### src/rtl/cache_cmd_sequencer.sv
// Host-command to OBI sequencer for the cache register block: key/value/op writes,
// STATUS polling and VALUE_OUT readback, with a single outstanding OBI transaction.
module cache_cmd_sequencer #(
  parameter int unsigned            KEY_WIDTH   = 32,
  parameter int unsigned            VALUE_WIDTH = 32,
  parameter int unsigned            ADDR_WIDTH  = 32,
  parameter logic [ADDR_WIDTH-1:0]  BASE_ADDR   = '0,
  parameter int unsigned            POLL_LIMIT  = 64
) (
  input  logic                   clk,
  input  logic                   rst_n,
  input  logic                   cmd_valid_i,
  output logic                   cmd_ready_o,
  input  logic [1:0]             cmd_op_i,
  input  logic [KEY_WIDTH-1:0]   cmd_key_i,
  input  logic [VALUE_WIDTH-1:0] cmd_val_i,
  output logic                   rsp_valid_o,
  input  logic                   rsp_ready_i,
  output logic                   rsp_hit_o,
  output logic [VALUE_WIDTH-1:0] rsp_data_o,
  output logic                   rsp_err_o,
  output logic                   obi_req_o,
  input  logic                   obi_gnt_i,
  output logic [ADDR_WIDTH-1:0]  obi_addr_o,
  output logic                   obi_we_o,
  output logic [3:0]             obi_be_o,
  output logic [31:0]            obi_wdata_o,
  input  logic                   obi_rvalid_i,
  input  logic [31:0]            obi_rdata_i,
  input  logic                   obi_err_i
);

  localparam int unsigned CNT_W = $clog2(POLL_LIMIT + 1);

  localparam logic [ADDR_WIDTH-1:0] A_OP     = BASE_ADDR;
  localparam logic [ADDR_WIDTH-1:0] A_STATUS = BASE_ADDR + ADDR_WIDTH'(4);
  localparam logic [ADDR_WIDTH-1:0] A_KEY    = BASE_ADDR + ADDR_WIDTH'(8);
  localparam logic [ADDR_WIDTH-1:0] A_VIN    = BASE_ADDR + ADDR_WIDTH'(12);
  localparam logic [ADDR_WIDTH-1:0] A_VOUT   = BASE_ADDR + ADDR_WIDTH'(16);

  localparam logic [1:0] OP_GET = 2'd1;
  localparam logic [1:0] OP_PUT = 2'd2;

  typedef enum logic [2:0] {
    S_IDLE, S_WR_KEY, S_WR_VAL, S_WR_OP, S_POLL, S_RD_DATA, S_RESP
  } state_e;

  state_e                 state_q;
  logic                   cmd_ready_q;
  logic                   rsp_valid_q;
  logic                   hit_q;
  logic                   err_q;
  logic [VALUE_WIDTH-1:0] data_q;
  logic                   req_q;
  logic [ADDR_WIDTH-1:0]  addr_q;
  logic                   we_q;
  logic [31:0]            wdata_q;
  logic                   outst_q;
  logic [CNT_W-1:0]       cnt_q;
  logic [CNT_W-1:0]       cnt_d;
  logic [1:0]             op_q;
  logic [VALUE_WIDTH-1:0] val_q;

  assign cnt_d = cnt_q + CNT_W'(1);

  always_ff @(posedge clk or negedge rst_n) begin
    if (!rst_n) begin
      state_q     <= S_IDLE;
      cmd_ready_q <= 1'b1;
      rsp_valid_q <= 1'b0;
      hit_q       <= 1'b0;
      err_q       <= 1'b0;
      data_q      <= '0;
      req_q       <= 1'b0;
      addr_q      <= '0;
      we_q        <= 1'b0;
      wdata_q     <= '0;
      outst_q     <= 1'b0;
      cnt_q       <= '0;
      op_q        <= '0;
      val_q       <= '0;
    end else begin
      if (req_q && obi_gnt_i) begin
        req_q   <= 1'b0;
        outst_q <= 1'b1;
      end
      case (state_q)
        // cmd_ready_q is high exactly while idle, so cmd_valid_i alone qualifies capture
        S_IDLE: begin
          if (cmd_valid_i) begin
            cmd_ready_q <= 1'b0;
            op_q        <= cmd_op_i;
            val_q       <= cmd_val_i;
            if (cmd_op_i == 2'd0) begin
              state_q     <= S_RESP;
              rsp_valid_q <= 1'b1;
              err_q       <= 1'b1;
            end else begin
              state_q <= S_WR_KEY;
              req_q   <= 1'b1;
              addr_q  <= A_KEY;
              we_q    <= 1'b1;
              wdata_q <= 32'(cmd_key_i);
            end
          end
        end
        S_RESP: begin
          if (rsp_ready_i) begin
            state_q     <= S_IDLE;
            cmd_ready_q <= 1'b1;
            rsp_valid_q <= 1'b0;
            hit_q       <= 1'b0;
            err_q       <= 1'b0;
            data_q      <= '0;
            cnt_q       <= '0;
          end
        end
        default: begin
          if (outst_q && obi_rvalid_i) begin
            outst_q <= 1'b0;
            if (obi_err_i) begin
              state_q     <= S_RESP;
              rsp_valid_q <= 1'b1;
              err_q       <= 1'b1;
              hit_q       <= 1'b0;
              data_q      <= '0;
            end else begin
              case (state_q)
                S_WR_KEY: begin
                  req_q <= 1'b1;
                  we_q  <= 1'b1;
                  if (op_q == OP_PUT) begin
                    state_q <= S_WR_VAL;
                    addr_q  <= A_VIN;
                    wdata_q <= 32'(val_q);
                  end else begin
                    state_q <= S_WR_OP;
                    addr_q  <= A_OP;
                    wdata_q <= 32'(op_q);
                  end
                end
                S_WR_VAL: begin
                  state_q <= S_WR_OP;
                  req_q   <= 1'b1;
                  addr_q  <= A_OP;
                  we_q    <= 1'b1;
                  wdata_q <= 32'(op_q);
                end
                S_WR_OP: begin
                  state_q <= S_POLL;
                  req_q   <= 1'b1;
                  addr_q  <= A_STATUS;
                  we_q    <= 1'b0;
                  wdata_q <= '0;
                  cnt_q   <= '0;
                end
                S_POLL: begin
                  if (obi_rdata_i[0]) begin
                    if (cnt_d == CNT_W'(POLL_LIMIT)) begin
                      state_q     <= S_RESP;
                      rsp_valid_q <= 1'b1;
                      err_q       <= 1'b1;
                      hit_q       <= 1'b0;
                    end else begin
                      req_q <= 1'b1;
                      cnt_q <= cnt_d;
                    end
                  end else begin
                    hit_q <= obi_rdata_i[1];
                    if (op_q == OP_GET && obi_rdata_i[1]) begin
                      state_q <= S_RD_DATA;
                      req_q   <= 1'b1;
                      addr_q  <= A_VOUT;
                    end else begin
                      state_q     <= S_RESP;
                      rsp_valid_q <= 1'b1;
                    end
                  end
                end
                S_RD_DATA: begin
                  state_q     <= S_RESP;
                  rsp_valid_q <= 1'b1;
                  data_q      <= obi_rdata_i[VALUE_WIDTH-1:0];
                end
                default: ;
              endcase
            end
          end
        end
      endcase
    end
  end

  assign cmd_ready_o = cmd_ready_q;
  assign rsp_valid_o = rsp_valid_q;
  assign rsp_hit_o   = hit_q;
  assign rsp_data_o  = data_q;
  assign rsp_err_o   = err_q;
  assign obi_req_o   = req_q;
  assign obi_addr_o  = addr_q;
  assign obi_we_o    = we_q;
  assign obi_be_o    = 4'hF;
  assign obi_wdata_o = wdata_q;

endmodule

### config.mk
export PLATFORM = sky130hd
export DESIGN_NAME = cache_cmd_sequencer
export DESIGN_NICKNAME = d
export VERILOG_FILES = /design/src/rtl/cache_cmd_sequencer.sv
export SDC_FILE = /design/constraint.sdc
export NUM_CORES = 1
export LEC_CHECK = 0
export BUFFER_PORTS_ARGS = -buffer_cell sky130_fd_sc_hd__buf_2
export CORE_ASPECT_RATIO = 1.4
export CORE_MARGIN = 10
export CORE_UTILIZATION = 50
export DETAILED_ROUTE_END_ITERATION = 10
export PLACE_DENSITY = 0.83
export SYNTH_ARGS = -nofsm -noshare
export SYNTH_HDL_FRONTEND = slang
export SYNTH_SLANG_ARGS = --single-unit
### constraint.sdc
create_clock -name clk -period 2.35 [get_ports clk]
set_clock_uncertainty 0.05 [all_clocks]
set_input_delay 0.235 -clock clk [delete_from_list [all_inputs] [get_ports clk]]
set_output_delay 0.235 -clock clk [all_outputs]
set_load 0.02 [all_outputs]
==> flow_summary.rst <==
.. list-table::
   :header-rows: 1

   * - Metric
     - Value
   * - Result of the run
     - complete, no violations
   * - Post-synthesis cell type with the largest combined area
     - sky130_fd_sc_hd__dfrtp_1
   * - Leakage power total
     - 4.381 nW
   * - Total clock buffers created by CTS
     - 17
   * - Slew @ Worst Pin
     - 0.7501 ns
   * - Number of violations reported at the end of detailed-routing iteration 0
     - 331
   * - Fraction of power consumed by sequential logic
     - 32.1%
   * - Fill cells
     - 850
   * - Total grt overflow
     - 0
   * - Count of distinct cell types in the synthesized netlist
     - 61
   * - Worst path slowest cell
     - sky130_fd_sc_hd__dfrtp_1
   * - Kind of end point of the critical path
     - register
   * - Total area of sequential cells
     - 0.002954 mm2
   * - Number of cells on the worst reg-to-reg path
     - 6
   * - Worst ir drop on vdd
     - 631.1 uV
   * - Antenna Nets Post-Route
     - 0
   * - Area added between synthesis and finish
     - 35.72%
   * - Final critical-path required period
     - 2.220 ns
   * - Ratio of cells with drive above 1 in the final layout
     - 33.57%
   * - Die X
     - 112.2 um
   * - Path type of the worst setup path
     - register to register
   * - FP Rows
     - 47
   * - Maximum clock insertion buffer count
     - 2
   * - Area occupied by multi-input gates
     - 0.002628 mm2
   * - IO buf count
     - 177
   * - Post-layout power
     - 0.009930 W
   * - Delay of the slowest critical-path stage
     - 0.43 ns
   * - Number of standard cells in the layout, taps in and fillers out
     - 991
   * - Instance count after placement with tap cells included
     - 914
   * - Crit path DAT
     - 2.46 ns
   * - Most common flop cell mapped by yosys
     - sky130_fd_sc_hd__dfrtp_1
   * - Final Setup Violations
     - 0
   * - Largest net degree at the start of global routing
     - 71
   * - Number of register bits inferred by synthesis
     - 118
   * - Starting density of the core
     - 50.57%
   * - Cell-by-cell listing of the critical path
     - buf_4, nor3_4, nand2_1, o22ai_4, o221ai_4, mux2_2
   * - Area of the mapped netlist
     - 0.005948 mm2
   * - Post-route clock period utilization
     - 94.46%
   * - Startpoint type of the worst setup path
     - register
   * - Class of the tightest hold or removal check
     - input pin to register
   * - Mean post-synth cell area
     - 9.848 um2
   * - Die height
     - 149.1 um
   * - Biggest fanout along the worst timing path
     - 16
   * - Hold path cells
     - 3
   * - Global-route wire length before repair
     - 28480 um
   * - GR Util All Layers
     - 21.11%
   * - H-Tree Depth
     - 4
   * - Via count of the first global-routing pass
     - 5589
   * - Commonest non-fill, non-tap cell in the layout
     - sky130_fd_sc_hd__buf_2
   * - Critical path buffers and inverters
     - 1
   * - Clk sinks
     - 118
   * - Sw Share
     - 37.85%
   * - Reg-to-reg slack, setup
     - 0.13 ns
   * - Final routed wire length divided by cell count
     - 19.01 um
   * - Count of mapped cells out of synthesis
     - 604
   * - HP Start
     - obi_rdata_i[28]
   * - Combinational group share of total power
     - 39.6%
   * - Highest clock frequency the design can meet
     - 450.5 MHz
   * - Hold Fails Final Rpt
     - 0
   * - Top cell type's share of synthesized area
     - 49.22%
   * - Clock network fraction of total power
     - 28.2%
   * - Fin util
     - 68.64%
   * - CTS tree
     - built
   * - Number of primary I/O pins
     - 211
   * - End point of the most critical hold path
     - rsp_data_o[28]$_DFFE_PN0P_
   * - Max transition margin
     - 49.99%
   * - Internal power component
     - 0.006172 W
   * - Area contributors post-synth
     - sky130_fd_sc_hd__dfrtp_1 (49%), sky130_fd_sc_hd__nand2_1 (9.5%), sky130_fd_sc_hd__mux2_2 (6.4%)
   * - Net switching power
     - 0.003758 W
   * - Sum of routed wire length over all layers
     - 18840 um
   * - Number of pins exceeding their max-slew limit in the final report
     - 0
   * - Placeable core region
     - 0.01176 mm2
   * - Worst path required time
     - 2.59 ns
   * - Clock latency reported for the late side of the worst-skew pair
     - 0.41 ns
   * - Remaining routing DRC violations
     - 0
   * - Reg-to-Reg Start
     - state_q[2]$_DFFE_PN0P_
   * - Leading cell types in the layout, fill and taps excluded
     - sky130_fd_sc_hd__buf_2 (176), sky130_fd_sc_hd__nand2_1 (151), sky130_fd_sc_hd__dfrtp_1 (117)
   * - Die Footprint
     - 0.01672 mm2
   * - # Max-Cap Violations
     - 0
   * - RSZ-0062 raised after global routing
     - false
   * - Share of synthesized area occupied by flip-flops and latches
     - 49.66%
   * - Clock transition at the registers of the reported paths
     - 0.06 ns
   * - Number of nets in the finished design
     - 940
   * - Share of synthesized flip-flops with an asynchronous set or reset
     - 100.0%
   * - Per-cell via count in the routed design
     - 5.394
   * - DR vias
     - 5345
   * - Post-DP HPWL
     - 12520 um
   * - PD cells
     - 1230 mW/mm2
   * - CTS Root Buffer Type
     - sky130_fd_sc_hd__clkbuf_16
   * - Synth Warn #
     - 0
   * - Routability congestion estimate from global placement
     - 0.9080
   * - Initial antenna violation count
     - 1
   * - Total iterations of the first detailed-routing run
     - 5
   * - Destination of the worst register-to-register timing path
     - obi_wdata_o[16]$_DFFE_PN0P_
   * - Largest delay contributor family on the critical path
     - compound AO/OA/AOI/OAI gates
   * - Number of synthesized flops with an enable pin
     - 0
==> timing repair <==
item,4_1_cts,5_1_grt
endpoints found under the setup margin,14,39
buffers inserted,0,4
gates cloned,0,1
endpoints found under the hold margin,59,0
hold buffers,40,0
resized for setup,0,4
pin swaps,0,0
==> how the worst max path moves through the flow <==
stage	start	end	cells after the start
finish	state_q[2]$_DFFE_PN0P_	obi_wdata_o[16]$_DFFE_PN0P_	6
global route	state_q[2]$_DFFE_PN0P_	obi_wdata_o[1]$_DFFE_PN0P_	6
CTS	state_q[2]$_DFFE_PN0P_	obi_wdata_o[6]$_DFFE_PN0P_	6
detailed placement	state_q[2]$_DFFE_PN0P_	obi_wdata_o[6]$_DFFE_PN0P_	6
global placement	state_q[2]$_DFFE_PN0P_	obi_wdata_o[6]$_DFFE_PN0P_	6
floorplan	cnt_q[0]$_DFFE_PN0P_	obi_req_o$_DFF_PN0_	7
==> synth_stat cells, types with 2 or more instances <==
master / instances
sky130_fd_sc_hd__nand2_1: 151
sky130_fd_sc_hd__dfrtp_1: 117
sky130_fd_sc_hd__buf_4: 38
sky130_fd_sc_hd__inv_1: 37
sky130_fd_sc_hd__mux2_2: 34
sky130_fd_sc_hd__mux2i_1: 31
sky130_fd_sc_hd__a22o_1: 30
sky130_fd_sc_hd__o21ai_0: 22
sky130_fd_sc_hd__clkbuf_1: 19
sky130_fd_sc_hd__nor2_1: 12
sky130_fd_sc_hd__a21oi_1: 9
sky130_fd_sc_hd__buf_2: 9
sky130_fd_sc_hd__nand4_1: 6
sky130_fd_sc_hd__a31oi_1: 5
sky130_fd_sc_hd__nor2b_1: 5
sky130_fd_sc_hd__a32oi_1: 4
sky130_fd_sc_hd__ha_1: 4
sky130_fd_sc_hd__nand3_1: 4
sky130_fd_sc_hd__o21ai_1: 4
sky130_fd_sc_hd__and3b_1: 3
sky130_fd_sc_hd__nand2b_1: 3
sky130_fd_sc_hd__nor3_1: 3
sky130_fd_sc_hd__nor3b_1: 3
sky130_fd_sc_hd__or3_1: 3
sky130_fd_sc_hd__a2bb2oi_1: 2
sky130_fd_sc_hd__a41oi_1: 2
sky130_fd_sc_hd__and2_1: 2
sky130_fd_sc_hd__conb_1: 2
sky130_fd_sc_hd__nand2_2: 2
sky130_fd_sc_hd__nand3b_1: 2
sky130_fd_sc_hd__o2111ai_1: 2
sky130_fd_sc_hd__o211ai_1: 2
sky130_fd_sc_hd__o31a_1: 2
sky130_fd_sc_hd__o41ai_1: 2
sky130_fd_sc_hd__or4_1: 2
==> kinds of logic (layout without fill, tap and decap cells) <==
kind of cell / count (synthesis) / in the layout / synth area share, %
DFF: 118 / 118 / 49.66
buffers and inverters: 105 / 312 / 9.339
and+or+nand+nor: 209 / 209 / 15.67
adders and majority gates: 4 / 4 / 0.8414
other: 2 / 34 / 0.1263
AOI/OAI and AO/OA: 100 / 101 / 12.52
muxes: 66 / 66 / 11.84
==> routing by layer <==
metal	up-vias	routed length [um]	track usage [%]
met5	-	0	0
met4	0	802	12.34
met3	58	1205	5.556
met2	277	9940	36.96
met1	2550	6889	22.31
li1	2460	-	-
==> power groups by stage <==
stage	registers (W)	clock network (W)	logic, W
after floorplan	0.00362	0	0.00200
after global placement	0.00316	0	0.00362
after detailed placement	0.00320	0	0.00372
after CTS	0.00317	0.00284	0.00380
after global routing	0.00327	0.00296	0.00426
final	0.00319	0.00280	0.00394
==> metrics by stage <==
step	setup TNS (ns)	area, um2	setup slack [ns]	hold WS (ns)
6_report	0	8073	0.1301	0.01080
5_1_grt	0	8073	0.004327	0.008915
4_1_cts	-0.1230	7986	-0.05373	0.001357
3_5_place_dp	-0.2438	6953	-0.05837	0.09710
3_3_place_gp	0	6953	0.01697	0.09936
2_1_floorplan	0	6065	0.3091	-0.1106
==> worst register-to-register path, cell delays in order, from the launching register on <==
cell and delay, ns:
sky130_fd_sc_hd__dfrtp_1 0.43, sky130_fd_sc_hd__buf_4 0.19, sky130_fd_sc_hd__nor3_4 0.20, sky130_fd_sc_hd__nand2_1 0.14
sky130_fd_sc_hd__o22ai_4 0.35, sky130_fd_sc_hd__o221ai_4 0.37, sky130_fd_sc_hd__mux2_2 0.38
==> state kept, by name, indices dropped and copies added, names as in the netlist <==
signal       flops
obi_wdata_o     32
rsp_data_o      32
val_q           32
cnt_q            7
obi_addr_o       3
state_q          3
op_q             2
cmd_ready_o      1
obi_req_o        1
obi_we_o         1
outst_q          1
rsp_err_o        1
rsp_hit_o        1
rsp_valid_o      1
==> cell type report <==
type	instances	share of cell area [%]
multi-input cells	413	32.55
inverters	37	1.720
repair buffers	244	18.99
clock inverters	13	2.526
diodes	1	0.03100
flip-flops and latches	118	36.59
well taps	147	2.278
clock buffers	18	5.316
No activity file was read; power rests on OpenSTA's default activity.
